$ cat src/rtl/pri_encoder_queue.sv
// Priority encoder with a sticky pending register and a one-entry registered
// output slot; selection is fixed-priority (highest index) or round-robin.
module pri_encoder_queue #(
  parameter int N          = 8,
  parameter int W          = $clog2(N),
  parameter bit ACTIVE_LOW = 1'b1
) (
  input  logic         iClk,
  input  logic         iRst,
  input  logic         iEI,
  input  logic [N-1:0] iData,
  input  logic         iMode,
  input  logic         iReady,
  output logic [W-1:0] oData,
  output logic         oValid,
  output logic         oEO,
  output logic         oDrop
);

  localparam int WP = W + 1;

  logic [N-1:0] pend_q, pend_d;
  logic [W-1:0] data_q, data_d;
  logic         valid_q, valid_d;
  logic         drop_q, drop_d;
  logic [W-1:0] ptr_q, ptr_d;

  logic [N-1:0] req;
  logic [N-1:0] clr_mask;
  logic [W-1:0] fixed_sel, rr_sel, sel;
  logic [WP-1:0] cand;
  logic         slot_free, load;

  // Handshake: oData is transferred on every rising edge where oValid and
  // iReady are both 1; while oValid=1 and iReady=0 the slot holds unchanged.
  always_comb begin
    req       = iData ^ {N{ACTIVE_LOW}};
    slot_free = !valid_q || iReady;

    fixed_sel = '0;
    for (int i = 0; i < N; i++) begin
      if (pend_q[i]) fixed_sel = W'(i);
    end

    // Walk candidates from farthest (ptr itself) to nearest (ptr-1) so the
    // last hit is the first one in round-robin order.
    rr_sel = '0;
    cand   = '0;
    for (int k = N; k >= 1; k--) begin
      cand = {1'b0, ptr_q} + WP'(N - k);
      if (cand >= WP'(N)) cand = cand - WP'(N);
      if (pend_q[cand[W-1:0]]) rr_sel = cand[W-1:0];
    end

    sel      = iMode ? rr_sel : fixed_sel;
    load     = slot_free && (pend_q != '0);
    clr_mask = load ? (N'(1) << sel) : '0;

    // New requests are OR-ed after the clear so a same-edge set wins.
    pend_d = (pend_q & ~clr_mask) | (iEI ? req : '0);
    drop_d = iEI && ((req & pend_q & ~clr_mask) != '0);

    valid_d = valid_q;
    data_d  = data_q;
    ptr_d   = ptr_q;
    if (slot_free) begin
      valid_d = load;
      if (load) begin
        data_d = sel;
        ptr_d  = sel;
      end
    end
  end

  always_ff @(posedge iClk) begin
    if (iRst) begin
      pend_q  <= '0;
      data_q  <= '0;
      valid_q <= 1'b0;
      drop_q  <= 1'b0;
      ptr_q   <= '0;
    end else begin
      pend_q  <= pend_d;
      data_q  <= data_d;
      valid_q <= valid_d;
      drop_q  <= drop_d;
      ptr_q   <= ptr_d;
    end
  end

  assign oData  = data_q;
  assign oValid = valid_q;
  assign oDrop  = drop_q;
  assign oEO    = iEI && !iRst && !valid_q && (pend_q == '0);

endmodule

$ cat config.mk
export PLATFORM = sky130hd
export DESIGN_NAME = pri_encoder_queue
export DESIGN_NICKNAME = d
export VERILOG_FILES = /design/src/rtl/pri_encoder_queue.sv
export SDC_FILE = /design/constraint.sdc
export NUM_CORES = 1
export LEC_CHECK = 0
export CAP_MARGIN = 10
export CORE_MARGIN = 5
export CORE_UTILIZATION = 60
export CTS_BUF_LIST = sky130_fd_sc_hd__clkbuf_8
export DETAILED_ROUTE_END_ITERATION = 8
export GPL_TIMING_DRIVEN = 1
export HOLD_SLACK_MARGIN = 0.15
export PLACE_DENSITY = 0.83
export SLEW_MARGIN = 30
export SYNTH_ARGS = -nofsm -noshare
export SYNTH_HDL_FRONTEND = slang
export SYNTH_SLANG_ARGS = --single-unit
$ cat constraint.sdc
create_clock -name iClk -period 4.6 [get_ports iClk]
set_input_delay 0.69 -clock iClk [delete_from_list [all_inputs] [get_ports iClk]]
set_output_delay 0.69 -clock iClk [all_outputs]
set_load 0.1 [all_outputs]
==> flow_summary_export.csv, run 1 <==
group,metric,value,unit
global_route,track_usage,26.2,%
setup_path,critPathLaunch,"ptr_q[1]$_SDFFE_PP0P_",
synth,synthFlopType,"dfxtp_1",
timing,min_period,4.19,ns
pwr,p_leak,0.000763,µW
layout,instances_no_fill,285,
placed_design,place.gp.congestion,0.948,
drt,initialDrtViolationCount,315,
timing,clock_skew,0.00264,ns
placed_design,portBuffers,18,
layout,nets,257,
layout,n_antenna_cell,0,
global_route,first_global_vias,1868,
drt,route.detailed.wl_per_inst,18.6,µm
timing,hold_violations,0,
timing,fin_crit_sh,91.2,%
clock_network,cts_htree_levels,1,
die,coreArea,3080,µm²
layout,syn_to_final_growth,10.2,%
clock_network,clockBufferDepth,2,
timing,tightestPinTransition,0.981,ns
placed_design,post-place-ws,0.489,ns
die,placementRows,20,
timing,timing.final.ws_setup,0.407,ns
global_route,grt_pass1_wl,8960,µm
synth,ys_ff_latch,13,
setup_path,rr_worst_depth,11,
pwr,ir_drop,0.000263,V
clock_network,clock_latency,0.25,ns
status,outcome,"completed",
clock_network,cts.sinks,13,
synth,synth-seq-area-share,13.5,%
global_route,grt_max_degree,34,
setup_path,r2r-start,"ptr_q[1]$_SDFFE_PP0P_",
timing,setup_viol,0,
synth,synth_edf_count,0,
placed_design,placed_cells,281,
drt,drc,0,
drt,dr.pass1.iters,5,
die,die_x,66.7,µm
layout,fin_util,69.1,%
synth,async_flop_share,0,%
clock_network,clk_pin_slew,0.06,ns
synth,synth-warning-count,0,
synth,synth_top_area_share,15.2,%
setup_path,path_max_fanout,18,
synth,yosys.cell_types.count,57,
clock_network,cts-buffers-inserted,3,
clock_network,postCtsSetupBuffers,0,
global_route,met3_usage,2.87,%
synth,synth_top_area_cell,"mux4_2",
timing,drv_slew,0,
clock_network,cts_hold_buffers,0,
timing,setup_tns,0,ns
drt,vias,1986,
synth,synth_area,1930,µm²
layout,layout_common_cells,"18 x nand2_1, 18 x o21ai_0, 17 x nand2b_1, 17 x clkdlybuf4s50_1",
die,die_h,66.7,µm
synth,synth_area_leaders,"mux4_2 15%, dfxtp_1 13%, mux2i_1 6.2%, mux2_2 5.8%, nand2b_1 5.5%",
hold_path,hold_path.class,"reg2reg",
drt,via_per_inst,6.97,
synth,synthCells,237,
timing,fmax,0.238,GHz
global_route,met2_usage,42.9,%
clock_network,tritoncts,"built",
die,io_pins,19,
setup_path,cp.required,4.72,ns
setup_path,end_kind,"flip-flop",
placed_design,post-dp-hpwl,3750,µm
synth,syn_avg_cell_area,8.15,µm²
global_route,antenna_found_initial,0,
synth,syn_nets,252,
timing,rsz0062_at_grt,"no",
die,die-area,4450,µm²
setup_path,rrSetupSlack,0.41,ns
job,maxCapViolCount,0,
die,initial_core_util,62.7,%
timing,slew_headroom,34.4,%
layout,drive_gt1_share,16.2,%
setup_path,path_class,"reg2reg",
global_route,grt_use_met1,35.3,%
hold_path,hold_depth,2,
clock_network,cts-resized-gates,0,
pwr,p_per_area,553,nW/µm²
drt,routed_wl,5290,µm
clock_network,cts-root-buf,"clkbuf_8",
hold_path,holdCritStartpoint,"oValid$_SDFFE_PP0P_",
global_route,gr-total-overflow,0,
drt,route.antenna.remaining_nets,0,
setup_path,arrival,4.31,ns
global_route,top_usage_layer,"met2",
setup_path,start_kind,"flip-flop",
## per-layer routing
layer | wire [µm] | up-vias
met5 | 0 | -
met4 | 94 | 0
met3 | 450 | 16
met2 | 2510 | 122
met1 | 2230 | 918
li1 | - | 930
## logic make-up (layout without fill, tap and decap cells)
group | count (synthesis) | in the layout | share of synthesized area (%)
flip-flops | 13 | 13 | 13.5
XOR/XNOR | 2 | 2 | 0.907
multiplexers | 36 | 36 | 27.8
adder cells (fa/ha/maj) | 2 | 2 | 1.30
AND/OR/NAND/NOR | 75 | 75 | 19.8
AO/OA/AOI/OAI | 79 | 79 | 29.6
buffers and inverters | 30 | 34 | 7.13
## power breakdown
group	switching, µW	total [µW]	internal [µW]
registers	57.2	188	131
clock network	42.3	101	59.1
logic	509	888	378
total	609	1180	569
## final cells by class
class | count | area, µm²
repair buffers | 21 | 200
flip-flops and latches | 13 | 260
multi-input cells | 194 | 1530
clock buffers | 3 | 41.3
inverters | 9 | 33.8
clock inverters | 1 | 3.75
well taps | 44 | 55.1
fillers | 261 | 951
## cells in the mapped netlist (4+ instances only)
cell and count:
a21oi_1 16, inv_1 9, nand2_1 18, nor4_1 4
buf_2 5, nor2b_1 4, o21ai_0 18, o31ai_1 5
o22ai_1 5, mux2i_1 12, dfxtp_1 13, mux4_2 13
nor2_1 16, mux2_2 10, nand2b_1 17, clkbuf_1 12
## worst paths after layout
check | to
max | oDrop$_SDFF_PP0_
min | oValid$_SDFFE_PP0P_
max reg2reg | oDrop$_SDFF_PP0_
min reg2reg | oValid$_SDFFE_PP0P_
## worst max-delay path, cell delays in order (launching register included)
cell and delay [ns]:
dfxtp_1 0.61, inv_1 0.12, ha_1 0.73, mux2i_1 0.34, mux4_2 0.54, o211a_1 0.25
a2111oi_2 0.33, a311o_2 0.20, o311ai_4 0.14, or3_4 0.43, a221oi_2 0.24, a41oi_1 0.13
## stage by stage
stage	hold slack, ns	power [µW]	instance area [µm²]
final	0.570	1180	2130
after global routing	0.616	1270	2130
after CTS	0.569	1170	2130
after detailed placement	0.559	1060	2080
after global placement	0.561	1050	2080
after floorplan	0.648	909	1930
## flip-flops by register name, summed over array words and instances (netlist names)
signal and count:
ptr_q 3, pend_q 8, oDrop 1, oValid 1
No activity file was read; power rests on OpenSTA's default activity.
==> run 2: changes to the inputs <==
--- a/config.mk
+++ b/config.mk
@@ -6,7 +6,7 @@
 export NUM_CORES = 1
 export LEC_CHECK = 0
 export CAP_MARGIN = 10
-export CORE_MARGIN = 5
+export CORE_MARGIN = 4
 export CORE_UTILIZATION = 60
 export CTS_BUF_LIST = sky130_fd_sc_hd__clkbuf_8
 export DETAILED_ROUTE_END_ITERATION = 8
==> run 2 against run 1 <==
Against the previous run:
- wire length up 1.9%
- sequential power is 4% lower
- die area shrank 5.9%
- setup slack gained 0.20 ns
- design area up 1.4%
- clock skew decreased by 0.0020 ns
- count of clock-buffer cells in the layout unchanged
- sequential cell count stayed put
- non-clock buffer count up 4
- critical endpoint unchanged
- highest routed layer unchanged
==> flow_summary_export.csv, run 2 (synthesis results as in run 1) <==
group,metric,value,unit
status,outcome,"completed",
hold_path,hold_path.class,"reg2reg",
pwr,combPwrFrac,76.7,%
timing,holdWs,0.571,ns
layout,n_antenna_cell,0,
die,die-area,4190,µm²
setup_path,arrival,4.10,ns
die,die_h,64.7,µm
drt,dr.pass1.iters,5,
drt,initialDrtViolationCount,245,
global_route,gr-total-overflow,0,
drt,routed_wl,5390,µm
clock_network,cts-root-buf,"clkbuf_8",
timing,setup_tns,0,ns
hold_path,holdCritStartpoint,"oValid$_SDFFE_PP0P_",
global_route,antenna_found_initial,0,
layout,drive_gt1_share,17.6,%
global_route,track_usage,27.4,%
drt,route.detailed.wl_per_inst,18.7,µm
drt,route.antenna.remaining_nets,0,
setup_path,crit_family,"compound AO/OA/AOI/OAI gates",
clock_network,postCtsSetupBuffers,0,
setup_path,r2r-end,"oDrop$_SDFF_PP0_",
global_route,grt_max_degree,34,
timing,drv_slew,0,
layout,nets,261,
clock_network,clockBufferDepth,2,
die,placementRows,20,
setup_path,start_kind,"flip-flop",
setup_path,path_cells,"inv_1 -> ha_1 -> buf_4 -> mux2i_1 -> mux4_2 -> o211a_1 -> a2111oi_2 -> a311o_2 -> o311ai_4 -> or3_4 -> a221oi_2 -> a41oi_1",
pwr,p_int,583,µW
setup_path,max_stage_delay,0.61,ns
setup_path,path_class,"reg2reg",
timing,clock_skew,0.000653,ns
pwr,finalPower,1200,µW
job,maxCapViolCount,0,
layout,layout_common_cells,"18 x nand2_1, 18 x o21ai_0, 17 x nand2b_1, 17 x clkdlybuf4s50_1",
clock_network,cts-buffers-inserted,3,
global_route,first_global_vias,1950,
die,die_x,64.7,µm
setup_path,rrSetupSlack,0.61,ns
clock_network,cts-resized-gates,0,
clock_network,clock_latency,0.24,ns
timing,slew_headroom,33.2,%
timing,hold_violations,0,
drt,drc,0,
placed_design,portBuffers,18,
setup_path,end_kind,"flip-flop",
layout,reg_top3,"pend_q (8), ptr_q (3)",
pwr,p_per_area,558,nW/µm²
placed_design,post-dp-hpwl,3870,µm
pwr,p_switching,621,µW
setup_path,r2r-start,"ptr_q[1]$_SDFFE_PP0P_",
pwr,seq_power_share,15.0,%
layout,syn_to_final_growth,11.7,%
setup_path,cp.required,4.71,ns
pwr,p_leak,0.000782,µW
timing,fin_crit_sh,86.8,%
pwr,clkPwrFrac,8.3,%
timing,min_period,3.99,ns
clock_network,cts.sinks,13,
clock_network,clk_pin_slew,0.05,ns
drt,via_per_inst,6.98,
drt,vias,2017,
setup_path,path_max_fanout,14,
timing,tightestPinTransition,0.998,ns
die,coreArea,3080,µm²
pwr,swShare,51.6,%
timing,setup_viol,0,
pwr,ir_drop,0.000315,V
die,initial_core_util,62.7,%
timing,rsz0062_at_grt,"no",
layout,fillers,257,
clock_network,cts_hold_buffers,0,
layout,fin_util,70.1,%
clock_network,tritoncts,"built",
setup_path,rr_worst_depth,12,
global_route,grt_pass1_wl,9180,µm
clock_network,cts_htree_levels,1,
setup_path,slowest_stage,"dfxtp_1",
setup_path,cp.depth,12,
hold_path,hold_end,"oValid$_SDFFE_PP0P_",
layout,largest_reg_flops,8,
die,io_pins,19,
placed_design,place.gp.congestion,1.00,
layout,multi_input_area,1530,µm²
layout,seqCellArea,260,µm²
hold_path,hold_depth,2,
layout,top_register,"pend_q",
setup_path,path_buf_inv,2,
timing,fmax,0.251,GHz
run 2: changes by cell type in the layout (fill, tap and decap cells not counted), sizes merged:
cell  previous run  this run
buf              4         8
run 2: how the worst max path moves through the flow:
stage	end	start
after floorplan	oDrop$_SDFF_PP0_	ptr_q[1]$_SDFFE_PP0P_
after global placement	oDrop$_SDFF_PP0_	ptr_q[1]$_SDFFE_PP0P_
after detailed placement	oDrop$_SDFF_PP0_	ptr_q[1]$_SDFFE_PP0P_
after CTS	oDrop$_SDFF_PP0_	ptr_q[1]$_SDFFE_PP0P_
after global routing	oDrop$_SDFF_PP0_	ptr_q[1]$_SDFFE_PP0P_
final	oDrop$_SDFF_PP0_	ptr_q[1]$_SDFFE_PP0P_
run 2: cell type report:
cell class | instances | share of cell area [%]
Clock buffer | 3 | 1.91
Sequential cell | 13 | 12.1
Multi-Input combinational cell | 194 | 71.1
Timing Repair Buffer | 25 | 10.7
Inverter | 9 | 1.57
Clock inverter | 1 | 0.174
Tap cell | 44 | 2.55
run 2: routing by layer:
metal	up-vias	global-route usage (%)	part of all wire, %
li1	929	-	-
met1	951	36.7	40
met2	126	46.0	48
met3	11	2.43	9.6
met4	0	9.50	1.8
met5	-	0	0
run 2: power by group through the flow:
stage	Sequential (µW)	Combinational [µW]	Clock (µW)
finish	180	923	100
global route	184	996	108
CTS	179	908	101
detailed placement	180	903	0
global placement	179	891	0
floorplan	227	683	0
run 2: tightest hold or removal path, cell delays in order (launching register included):
cell	delay [ns]
dfxtp_1	0.32
nand2b_1	0.10
a31oi_1	0.09
run 2: metrics by stage:
step	std cells	instance area, µm²	worst slack (ns)
final	289	2160	0.608
after detailed placement	285	2110	0.654
after global placement	285	2110	0.767
after floorplan	237	1930	0.277
after CTS	289	2160	0.650
after global routing	289	2160	0.309
==> run 3: changes to the inputs <==
--- a/config.mk
+++ b/config.mk
@@ -9,10 +9,11 @@
 export CORE_MARGIN = 4
 export CORE_UTILIZATION = 60
 export CTS_BUF_LIST = sky130_fd_sc_hd__clkbuf_8
+export CTS_CLUSTER_DIAMETER = 100
 export DETAILED_ROUTE_END_ITERATION = 8
 export GPL_TIMING_DRIVEN = 1
 export HOLD_SLACK_MARGIN = 0.15
-export PLACE_DENSITY = 0.83
+export PLACE_DENSITY = 0.86
 export SLEW_MARGIN = 30
 export SYNTH_ARGS = -nofsm -noshare
 export SYNTH_HDL_FRONTEND = slang
==> run 3 against run 2 <==
Against the previous run:
- global-route usage shrank 0.49 points
- count of clock-buffer cells in the layout is the same
- cell count shrank 0.69%
- first-iteration DRC count shrank 6.5%
- wire length shrank 1.1%
- maximum frequency shrank 3.5%
- sequential share of layout area grew 0.085 points
- combinational power shrank 2%
- critical path type unchanged
- total power shrank 0.56%
==> flow_summary_export.csv, run 3 (synthesis results as in run 1) <==
group,metric,value,unit
status,outcome,"completed",
hold_path,hold_path.class,"reg2reg",
drt,via_per_inst,6.76,
timing,min_period,4.14,ns
clock_network,cts_hold_buffers,0,
job,maxCapViolCount,0,
setup_path,path_cells,"inv_1 -> ha_1 -> mux2_2 -> mux4_2 -> o22ai_1 -> o311ai_1 -> o211ai_1 -> nand2_1 -> or3_4 -> a221oi_2 -> a41oi_1",
timing,setup_viol,0,
global_route,grt_max_degree,33,
global_route,met3_usage,1.73,%
pwr,p_per_area,558,nW/µm²
layout,reg_top3,"pend_q (8), ptr_q (3)",
layout,largest_reg_flops,8,
global_route,grt_pass1_wl,9030,µm
die,die_h,64.7,µm
clock_network,cts.sinks,13,
die,die-area,4190,µm²
timing,clock_skew,0.00405,ns
timing,tightestPinTransition,0.992,ns
clock_network,postCtsSetupBuffers,0,
timing,drv_slew,0,
pwr,p_leak,0.000772,µW
drt,dr.pass1.iters,5,
die,coreArea,3080,µm²
drt,route.antenna.remaining_nets,0,
die,initial_core_util,62.7,%
pwr,clkPwrFrac,8.7,%
setup_path,cp.required,4.72,ns
timing,rsz0062_at_grt,"no",
die,placementRows,20,
layout,n_antenna_cell,0,
die,io_pins,19,
drt,initialDrtViolationCount,229,
global_route,gr-total-overflow,0,
clock_network,clk_pin_slew,0.06,ns
pwr,finalPower,1200,µW
layout,layout_common_cells,"18 x nand2_1, 18 x o21ai_0, 17 x nand2b_1, 17 x clkdlybuf4s50_1",
placed_design,post-dp-hpwl,3870,µm
clock_network,cts-root-buf,"clkbuf_8",
pwr,seq_power_share,15.6,%
setup_path,start_kind,"flip-flop",
clock_network,clockBufferDepth,2,
drt,vias,1939,
pwr,p_int,575,µW
die,die_x,64.7,µm
global_route,track_usage,26.9,%
drt,route.detailed.wl_per_inst,18.6,µm
setup_path,path_max_fanout,18,
global_route,met2_usage,43.3,%
clock_network,cts-buffers-inserted,3,
drt,drc,0,
timing,slew_headroom,33.7,%
layout,fillers,284,
clock_network,tritoncts,"built",
setup_path,arrival,4.26,ns
timing,hold_violations,0,
setup_path,slowest_stage,"ha_1",
timing,fin_crit_sh,89.9,%
global_route,antenna_found_initial,0,
pwr,ir_drop,0.000304,V
clock_network,clock_latency,0.25,ns
timing,fmax,0.242,GHz
timing,setup_tns,0,ns
global_route,top_usage_layer,"met2",
placed_design,place.gp.congestion,1.01,
pwr,swShare,52.0,%
setup_path,path_class,"reg2reg",
setup_path,max_stage_delay,0.72,ns
setup_path,end_kind,"flip-flop",
layout,syn_to_final_growth,11.0,%
clock_network,cts_htree_levels,1,
layout,nets,259,
layout,drive_gt1_share,16.9,%
drt,routed_wl,5330,µm
layout,top_register,"pend_q",
clock_network,cts-resized-gates,0,
pwr,combPwrFrac,75.7,%
global_route,first_global_vias,1824,
global_route,grt_use_met1,38.7,%
pwr,p_switching,622,µW
placed_design,portBuffers,18,
==> run 3: stage by stage <==
stage	util (%)	worst slack (ns)	hold WS [ns]	cells	cell area (µm²)
2_1_floorplan	-	0.277	0.648	237	1930
3_3_place_gp	68.1	0.642	0.560	283	2100
3_5_place_dp	68.1	0.544	0.558	283	2100
4_1_cts	69.6	0.530	0.573	287	2140
5_1_grt	69.6	0.189	0.594	287	2140
6_report	69.6	0.465	0.572	287	2140
==> run 3: worst paths after layout <==
kind	slack (ns)	cells after the start	endpoint	from
worst max-delay path	0.46	11	oDrop$_SDFF_PP0_	ptr_q[1]$_SDFFE_PP0P_
worst min register to register	0.57	2	oValid$_SDFFE_PP0P_	oValid$_SDFFE_PP0P_
worst min-delay path	0.57	2	oValid$_SDFFE_PP0P_	oValid$_SDFFE_PP0P_
worst max register to register	0.46	11	oDrop$_SDFF_PP0_	ptr_q[1]$_SDFFE_PP0P_
==> run 3: final cells by class <==
| class | instances | area [µm²] | share of cell area, % |
|---|---|---|---|
| clock inverters | 1 | 3.75 | 0.175 |
| inverters | 9 | 33.8 | 1.58 |
| repair buffers | 23 | 215 | 10.0 |
| clock buffers | 3 | 41.3 | 1.93 |
| well taps | 44 | 55.1 | 2.57 |
| multi-input cells | 194 | 1530 | 71.6 |
| flip-flops and latches | 13 | 260 | 12.1 |
==> run 3: routing by layer <==
metal,share of wire (%),up-vias
li1,-,919
met1,45,912
met2,46,100
met3,7.7,8
met4,1.1,0
met5,0,-
==> run 3: worst max-delay path: cells and delay by family, from the launching register on <==
kind	cells	cell delay (ns)
AO/OA/AOI/OAI	5	1.05
adder cells (fa/ha/maj)	1	0.72
buffers and inverters	1	0.12
flip-flops	1	0.62
multiplexers	2	0.92
AND/OR/NAND/NOR	2	0.59
==> run 3: power groups by stage <==
stage / combinational [µW] / clock [µW] / sequential, µW
6_report: 905 / 104 / 187
5_1_grt: 978 / 111 / 191
4_1_cts: 890 / 103 / 185
3_5_place_dp: 886 / 0 / 187
3_3_place_gp: 874 / 0 / 186
2_1_floorplan: 683 / 0 / 227
